==> config.mk <==
export PLATFORM = sky130hd
export DESIGN_NAME = bg_scroll_ctrl_flat
export DESIGN_NICKNAME = d
export VERILOG_FILES = /design/src/rtl/bg_scroll_ctrl_if.sv /design/src/rtl/bg_scroll_ctrl.sv /design/src/flat_wrapper.sv
export SDC_FILE = /design/constraint.sdc
export NUM_CORES = 1
export LEC_CHECK = 0
export ABC_AREA = 1
export BUFFER_PORTS_ARGS = -buffer_cell sky130_fd_sc_hd__buf_2
export CORE_UTILIZATION = 53
export CTS_CLUSTER_SIZE = 24
export DETAILED_ROUTE_END_ITERATION = 8
export PLACE_DENSITY = 0.82
export SKIP_CTS_REPAIR_TIMING = 1
export SYNTH_ARGS = -nofsm -noshare
export SYNTH_HDL_FRONTEND = slang
export SYNTH_SLANG_ARGS = --single-unit
export TNS_END_PERCENT = 10
==> constraint.sdc <==
create_clock -name clk -period 2.3 [get_ports clk]
set_clock_uncertainty 0.1 [all_clocks]
set_input_delay 0.46 -clock clk [delete_from_list [all_inputs] [get_ports clk]]
set_output_delay 0.46 -clock clk [all_outputs]
set_load 0.05 [all_outputs]
==> src/rtl/bg_scroll_ctrl_if.sv <==
// Row-load request bus between the scroll controller and the flash-to-nametable loader.
// Handshake: a request is a one-cycle strobe on both read flags with the addresses held
// from the strobe until the next one. flashBusy is the loader's not-ready signal. The
// controller only strobes while flashBusy is low, and ignores it briefly after each strobe
// while the loader's busy response is still on its way.
interface bg_scroll_ctrl_if;
  logic [23:0] flashAddrNametable;
  logic [23:0] flashAddrAttribute;
  logic        flashReadNametableFlag;
  logic        flashReadAttributeFlag;
  logic [8:0]  nametableRamAddrStart;
  logic [8:0]  attributeRamAddrStart;
  logic        flashBusy;

  modport master (
    output flashAddrNametable,
    output flashAddrAttribute,
    output flashReadNametableFlag,
    output flashReadAttributeFlag,
    output nametableRamAddrStart,
    output attributeRamAddrStart,
    input  flashBusy
  );

  modport slave (
    input  flashAddrNametable,
    input  flashAddrAttribute,
    input  flashReadNametableFlag,
    input  flashReadAttributeFlag,
    input  nametableRamAddrStart,
    input  attributeRamAddrStart,
    output flashBusy
  );
endinterface

==> src/rtl/bg_scroll_ctrl.sv <==
// Vertical background scroll controller: tracks scrollY in a 512-pixel ring and requests
// one 16-pixel map row from flash per scroll step, after preloading the first screen.
module bg_scroll_ctrl #(
  parameter logic [23:0] NT_BASE      = 24'h550000,
  parameter logic [23:0] AT_BASE      = 24'h551000,
  parameter int          MAP_ROWS     = 256,
  parameter int          PRELOAD_ROWS = 16
) (
  input  logic              clk,
  input  logic              rstn,
  input  logic              frameTick,
  input  logic              scrollEn,
  input  logic [1:0]        scrollSpeed,
  input  logic              mapRestart,
  bg_scroll_ctrl_if.master  flash,
  output logic [8:0]        scrollY,
  output logic              mapEnd,
  output logic [2:0]        state_dbg
);

  typedef enum logic [2:0] {
    PRE_REQ  = 3'd0,
    PRE_WAIT = 3'd1,
    RUN      = 3'd2,
    RUN_WAIT = 3'd3,
    END      = 3'd4
  } state_t;

  localparam logic [15:0] LAST_ROW  = 16'(MAP_ROWS);
  localparam logic [15:0] PRELOAD_N = 16'(PRELOAD_ROWS);

  state_t      state;
  logic [15:0] next_row;
  logic        pending;
  logic [1:0]  guard;

  logic [8:0]  y_next;
  logic        crossing;
  logic        advance;
  logic        end_hit;
  logic        issue;
  logic        wait_done;

  assign state_dbg = state;

  assign y_next   = scrollY + {7'd0, scrollSpeed};
  assign crossing = (y_next[8:4] != scrollY[8:4]);
  assign advance  = frameTick & scrollEn & ~pending & ~mapRestart &
                    ((state == RUN) || (state == RUN_WAIT));
  // Crossing into a row that does not exist: stop without showing it.
  assign end_hit  = advance & crossing & (next_row == LAST_ROW);

  assign issue = ~mapRestart & ~flash.flashBusy &
                 ((state == PRE_REQ) || ((state == RUN) && pending));

  // Busy is honoured from the edge on which guard expires (loaded 2, counts down), which
  // gives the loader time to raise busy and keeps strobes at least 3 cycles apart.
  assign wait_done = (guard <= 2'd1) & ~flash.flashBusy;

  always_ff @(posedge clk or negedge rstn) begin
    if (!rstn) begin
      state                        <= PRE_REQ;
      next_row                     <= '0;
      pending                      <= 1'b0;
      guard                        <= '0;
      scrollY                      <= '0;
      mapEnd                       <= 1'b0;
      flash.flashAddrNametable     <= NT_BASE;
      flash.flashAddrAttribute     <= AT_BASE;
      flash.flashReadNametableFlag <= 1'b0;
      flash.flashReadAttributeFlag <= 1'b0;
      flash.nametableRamAddrStart  <= '0;
      flash.attributeRamAddrStart  <= '0;
    end else begin
      flash.flashReadNametableFlag <= 1'b0;
      flash.flashReadAttributeFlag <= 1'b0;

      if (issue) begin
        flash.flashAddrNametable     <= NT_BASE + {4'd0, next_row, 4'd0};
        flash.flashAddrAttribute     <= AT_BASE + {6'd0, next_row, 2'd0};
        flash.nametableRamAddrStart  <= {next_row[4:0], 4'd0};
        flash.attributeRamAddrStart  <= {2'd0, next_row[4:0], 2'd0};
        flash.flashReadNametableFlag <= 1'b1;
        flash.flashReadAttributeFlag <= 1'b1;
        next_row                     <= next_row + 16'd1;
        guard                        <= 2'd2;
      end else if (guard != 2'd0) begin
        guard <= guard - 2'd1;
      end

      if (mapRestart) begin
        next_row <= '0;
        scrollY  <= '0;
        pending  <= 1'b0;
        mapEnd   <= 1'b0;
        state    <= PRE_REQ;
      end else begin
        case (state)
          PRE_REQ: begin
            if (issue) state <= PRE_WAIT;
          end
          PRE_WAIT: begin
            if (wait_done) state <= (next_row < PRELOAD_N) ? PRE_REQ : RUN;
          end
          RUN, RUN_WAIT: begin
            if (end_hit) begin
              state  <= END;
              mapEnd <= 1'b1;
            end else begin
              if (advance) begin
                scrollY <= y_next;
                if (crossing) pending <= 1'b1;
              end
              if (issue) begin
                pending <= 1'b0;
                state   <= RUN_WAIT;
              end else if ((state == RUN_WAIT) && wait_done) begin
                state <= RUN;
              end
            end
          end
          END:     state <= END;
          default: state <= PRE_REQ;
        endcase
      end
    end
  end

endmodule

==> src/flat_wrapper.sv <==
// flat-port wrapper written by rule: the top's interface ports become plain ports
module bg_scroll_ctrl_flat 
#(
  parameter logic [23:0] NT_BASE      = 24'h550000,
  parameter logic [23:0] AT_BASE      = 24'h551000,
  parameter int          MAP_ROWS     = 256,
  parameter int          PRELOAD_ROWS = 16
)
  (clk, rstn, frameTick, scrollEn, scrollSpeed, mapRestart, scrollY, mapEnd, state_dbg, flash_flashAddrNametable, flash_flashAddrAttribute, flash_flashReadNametableFlag, flash_flashReadAttributeFlag, flash_nametableRamAddrStart, flash_attributeRamAddrStart, flash_flashBusy);
  bg_scroll_ctrl_if flash_i ();
  input  logic clk;
  input  logic rstn;
  input  logic frameTick;
  input  logic scrollEn;
  input  logic [1:0] scrollSpeed;
  input  logic mapRestart;
  output logic [8:0] scrollY;
  output logic mapEnd;
  output logic [2:0] state_dbg;
  output wire logic [$bits(flash_i.flashAddrNametable)-1:0] flash_flashAddrNametable;
  output wire logic [$bits(flash_i.flashAddrAttribute)-1:0] flash_flashAddrAttribute;
  output wire logic [$bits(flash_i.flashReadNametableFlag)-1:0] flash_flashReadNametableFlag;
  output wire logic [$bits(flash_i.flashReadAttributeFlag)-1:0] flash_flashReadAttributeFlag;
  output wire logic [$bits(flash_i.nametableRamAddrStart)-1:0] flash_nametableRamAddrStart;
  output wire logic [$bits(flash_i.attributeRamAddrStart)-1:0] flash_attributeRamAddrStart;
  input wire logic [$bits(flash_i.flashBusy)-1:0] flash_flashBusy;
  assign flash_flashAddrNametable = flash_i.flashAddrNametable;
  assign flash_flashAddrAttribute = flash_i.flashAddrAttribute;
  assign flash_flashReadNametableFlag = flash_i.flashReadNametableFlag;
  assign flash_flashReadAttributeFlag = flash_i.flashReadAttributeFlag;
  assign flash_nametableRamAddrStart = flash_i.nametableRamAddrStart;
  assign flash_attributeRamAddrStart = flash_i.attributeRamAddrStart;
  assign flash_i.flashBusy = flash_flashBusy;
  bg_scroll_ctrl #(.NT_BASE(NT_BASE), .AT_BASE(AT_BASE), .MAP_ROWS(MAP_ROWS), .PRELOAD_ROWS(PRELOAD_ROWS)) u_core (.clk(clk), .rstn(rstn), .frameTick(frameTick), .scrollEn(scrollEn), .scrollSpeed(scrollSpeed), .mapRestart(mapRestart), .flash(flash_i), .scrollY(scrollY), .mapEnd(mapEnd), .state_dbg(state_dbg));
endmodule
== Yosys cells after proc, flatten, opt, wreduce, memory -nomap -nowiden ==
Index checks and enable logic that the tools add are counted.

* Register bits: 86
* Input port bits: 8
* Output and inout port bits: 81
* Logic and storage cells: 83

* $add $sub $neg: 5
* $lt $le $gt $ge: 2
* Equality and inequality tests: 10
* Multiplexer cells: 26
* Bitwise operators: 12
* Reductions and logical operators: 18

{| class="wikitable"
|+ Operators by type and width
! operator !! count
|-
| 9-bit two-way mux || 4
|-
| 16-bit two-way mux || 2
|-
| 23-bit by 18-bit adder with 24-bit output, first input constant || 1
|-
| 23-bit by 20-bit adder with 24-bit output, first input constant || 1
|-
| 3-bit two-way mux || 6
|-
| 16-bit by 1-bit adder with 16-bit output, second input constant || 1
|-
| 16-bit by 9-bit == test with 1-bit output, second input constant || 1
|-
| 16-bit by 5-bit less-than comparator with 1-bit output, second input constant || 1
|-
| 3-bit one-hot mux with 4 select lines || 1
|-
| 2-bit nonzero test || 6
|-
| 1-bit two-way mux || 10
|-
| 9-bit by 2-bit adder with 9-bit output || 1
|-
| 1-bit bitwise AND || 9
|-
| 3-bit by 2-bit == test with 1-bit output, second input constant || 2
|-
| 2-bit two-way mux || 3
|-
| 3-bit by 2-bit != test with 1-bit output, second input constant || 2
|-
| 3-bit AND reduction || 2
|-
| 3-bit nonzero test || 2
|-
| 5-bit by 2-bit != test with 1-bit output, second input constant || 1
|-
| 5-bit != test || 1
|-
| 4-bit AND reduction || 1
|-
| 3-bit by 1-bit == test with 1-bit output, second input constant || 1
|-
| 3-bit == test, second input constant || 1
|-
| 3-bit logical NOT || 1
|-
| 8 further kinds || 12
|}

== Logic depth before layout (Yosys ltp) ==
* Depth in word-level cells: 9
* Gate-level depth with buffers: 13
* Depth with buffers taken out: 12

== Worst setup path after synthesis ==
No wires, ideal clock.

* Path kind: register to register
* From: reg u_core.scrollY[0]
* To: reg u_core.scrollY[6]
* Setup time: 0.074 ns
* Arrival: 2.204 ns
* Required time: 2.126 ns
* Path slack: -0.078 ns
* Cell stages (with the launch flop): 14
* Buffers on the path: 1
* Clock period less this slack: 2.378 ns
* Path through: dfrtp_1 > ha_1 > inv_1 > fa_1 > nor2_4 > inv_2 > nand2_2 > nand2_4 > nor2_4 > inv_2 > o21ai_4 > buf_6 > nand2_2 > o21ai_2

* Cells in the longest elaborated chain, start to end: 6
* Elaborated cells on any way between the ends: 10
* Those cells by class: add/sub: 1; eq/ne: 2; mux: 4; bitwise: 2; reduce/logical: 1

{| class="wikitable"
|+ RTL lines
! what !! RTL line !! text
|-
| start: declaration || bg_scroll_ctrl.sv:16 || <nowiki>output logic [8:0] scrollY,</nowiki>
|-
| start signal: assignment || bg_scroll_ctrl.sv:111 || <nowiki>scrollY <= y_next;</nowiki>
|-
| 9-bit by 2-bit adder with 9-bit output (*) || bg_scroll_ctrl.sv:46 || <nowiki>assign y_next = scrollY + {7'd0, scrollSpeed};</nowiki>
|-
| 5-bit != test || bg_scroll_ctrl.sv:47 || <nowiki>assign crossing = (y_next[8:4] != scrollY[8:4]);</nowiki>
|-
| 1-bit bitwise AND (2 in a row) || bg_scroll_ctrl.sv:51 || <nowiki>assign end_hit = advance & crossing & (next_row == LAST_ROW);</nowiki>
|-
| 2-bit != test (no line) || -- ||
|-
| 3-bit AND reduction (no line) || -- ||
|}

Every way passes the cells marked *; elsewhere a longest branch is shown, timed or not. The select of a mux whose other input is x is not followed.
A chain may end at the register's enable or synchronous reset.

== Worst setup path after layout ==
* From: reg u_core.scrollY[0]
* To: reg u_core.scrollY[8]

Same word-level chain as after synthesis.

==> results.json <==
{
  "grt_pass1_vias": 2561,
  "final-setup-viol-count": 0,
  "grt_max_degree": 60,
  "dr_wl_met3_um": 423,
  "pre_cts_ws_ns": 0.0193,
  "r2r_slack_ns": 0.20,
  "core_um2": 6100,
  "yosys.area_share.simple_pct": 25.3,
  "instances_no_fill": 553,
  "hold_path_class": "in -> async",
  "die_x_um": 82.5,
  "place.gp.congestion": 0.873,
  "fp.dieH_um": 82.5,
  "hold_viol": 0,
  "reg2reg_depth": 11,
  "wl_met1_um": 3120,
  "power_density_nw_per_um2": 767,
  "slew_headroom_pct": 59.9,
  "dieArea_um2": 6800,
  "cp-end-kind": "flop",
  "grt_overflow": 0,
  "dr.first_iter.drc_count": 194,
  "antenna_found_initial": 0,
  "synth_top_family_by_area": "simple AND/OR/NAND/NOR gates",
  "syn_avg_cell_area_um2": 8.15,
  "ios": 89,
  "critPathMaxFanout": 17,
  "hpwl_um": 4800,
  "final_util_pct": 64.0,
  "start_util_pct": 56.3,
  "wl_um": 6840,
  "n_antenna_cell": 0,
  "max_freq_mhz": 475,
  "io_buffers": 68,
  "total_power_mw": 2.99,
  "timing.final.max_slew_violations": 0,
  "worstSetupEndpoint": "u_core.scrollY[8]",
  "maxCapViolations": 0,
  "via_count": 2834,
  "cts_tree": "yes",
  "ys_ff_latch": 59,
  "status": "completed",
  "synth_compound_area_share_pct": 9.85,
  "synth_xor_area_share_pct": 1.79,
  "clkSinkCount": 59,
  "drc": 0,
  "cp_data_required_time_ns": 2.41,
  "start_kind": "flop",
  "fill_cells": 538,
  "wl_met2_um": 3130,
  "worst_slack_ns": 0.195,
  "firstDrtPassIters": 4,
  "placementRows": 28,
  "ys_types": 39,
  "synthAdderAreaFrac_pct": 4.23,
  "setup_tns_ns": 0,
  "r2r_end": "u_core.scrollY[8]",
  "yosys_warnings": 0,
  "leakagePower_nw": 2.03,
  "muxShareOfSynthArea_pct": 0,
  "grt_setup_unrepaired": "no",
  "viasPerCell": 5.12,
  "drive_gt1_share_pct": 27.0,
  "grtUsageTotal_pct": 22.7,
  "layout_commonest_cell": "nand2_1",
  "crit_type": "reg -> reg",
  "synth-seq-area-share_pct": 43.3,
  "fin_crit_ns": 2.10,
  "cts_made_buffers": 9,
  "r2r-start": "u_core.scrollY[0]",
  "cts-htree-levels": 3,
  "final_cell_mix": "87 x nand2_1, 68 x buf_2, 52 x dfrtp_1",
  "placed_cells": 537,
  "ant_nets": 0,
  "clk_path_buf_depth": 2,
  "finalCritPeriodShare_pct": 91.5,
  "routed.top_layer": "met4",
  "grt_pass1_wl_um": 11400,
  "ir_drop_mv": 0.566,
  "cp_data_arrival_time_ns": 2.21,
  "synthCells": 421,
  "syn_to_final_growth_pct": 13.7,
  "path_clk_slew_ns": 0.07,
  "startpoint": "u_core.scrollY[0]",
  "layout.nets": 492,
  "clock_latency_ns": 0.34,
  "root_buffer": "clkbuf_8",
  "worstMarginPinSlew_ns": 0.601,
  "wl_per_cell_um": 12.4,
  "syn_area_um2": 3430
}
## routing by layer
layer  vias up  global-route usage, %
met5         -                      0
met2       103                   36.9
li1       1410                      -
met4         0                   11.8
met3        15                   5.16
met1      1306                   28.2
## sequential cells by signal, indices dropped and copies added (netlist names)
| signal | flops |
|---|---|
| u_core.pending | 1 |
| u_core.mapEnd | 1 |
| u_core.flash.nametableRamAddrStart | 4 |
| u_core.flash.flashAddrAttribute | 8 |
| u_core.state_dbg | 3 |
| u_core.guard | 2 |
| u_core.next_row | 16 |
| u_core.flash.flashReadAttributeFlag | 1 |
| u_core.scrollY | 9 |
| u_core.flash.flashAddrNametable | 14 |
## worst min path at each step
stage                                                     end  slack [ns]
after detailed placement  u_core.flash.flashAddrAttribute[12]        0.36
after CTS                 u_core.flash.flashAddrAttribute[15]        0.02
after global placement    u_core.flash.flashAddrAttribute[13]        0.35
final                                      u_core.next_row[6]        0.01
after floorplan           u_core.flash.flashAddrAttribute[13]        0.06
after global routing                      u_core.next_row[14]        0.04
## per-stage QoR
stage	hold slack, ns	cell area (um2)
global placement	0.352	3640
global route	0.0372	3900
CTS	0.0226	3900
finish	0.0109	3900
detailed placement	0.360	3640
floorplan	0.0644	3500
## synthesized netlist by cell type, drive strengths merged
library cell  number  area, um2
nand2             94        375
dfrtp             53       1330
buf               49        353
inv               44        165
nor2              43        196
o21ai             39        218
nand3             25        125
nor3              11       76.3
ha                10        125
nand4              9       56.3
a21oi              8       40.0
dfstp              6        158
xor2               5       43.8
a31oi              4       25.0
o22ai              4       25.0
or2                3       18.8
conb               2       7.51
nand3b             2       15.0
o21a               2       15.0
xnor2              2       17.5
clkbuf             1       3.75
clkinv             1       3.75
fa                 1       20.0
nor4               1       6.26
o21bai             1       7.51
o31ai              1       7.51
## cell type report
type	instances	area [um2]	area share [%]
tap	75	93.8	2.41
sequential	59	1490	38.1
multi-input combinational	285	1490	38.2
clock buffer	12	165	4.23
timing repair buffer	73	403	10.3
inverter	45	169	4.33
clock inverter	4	95.1	2.44
## cell families (layout without fill, tap and decap cells)
family / Yosys count / after routing
buffers and inverters: 95 / 134
other: 2 / 20
XOR/XNOR: 7 / 7
adder cells (fa/ha/maj): 11 / 11
flip-flops: 59 / 59
AO/OA/AOI/OAI: 59 / 59
AND/OR/NAND/NOR: 188 / 188
## power breakdown
part	switching, mW	internal [mW]
logic	0.490	0.142
registers	0.0452	1.10
clock network	0.405	0.807
total	0.940	2.05
## worst max-delay path: stages (launching register included)
cell     delay, ns
dfrtp_2       0.38
ha_1          0.16
inv_1         0.05
fa_1          0.42
nor2_4        0.16
inv_2         0.05
nand2_2       0.08
nand2_4       0.07
nor2_4        0.09
inv_2         0.07
o21ai_4       0.18
o21ai_0       0.15
No activity file was read; power rests on OpenSTA's default activity.
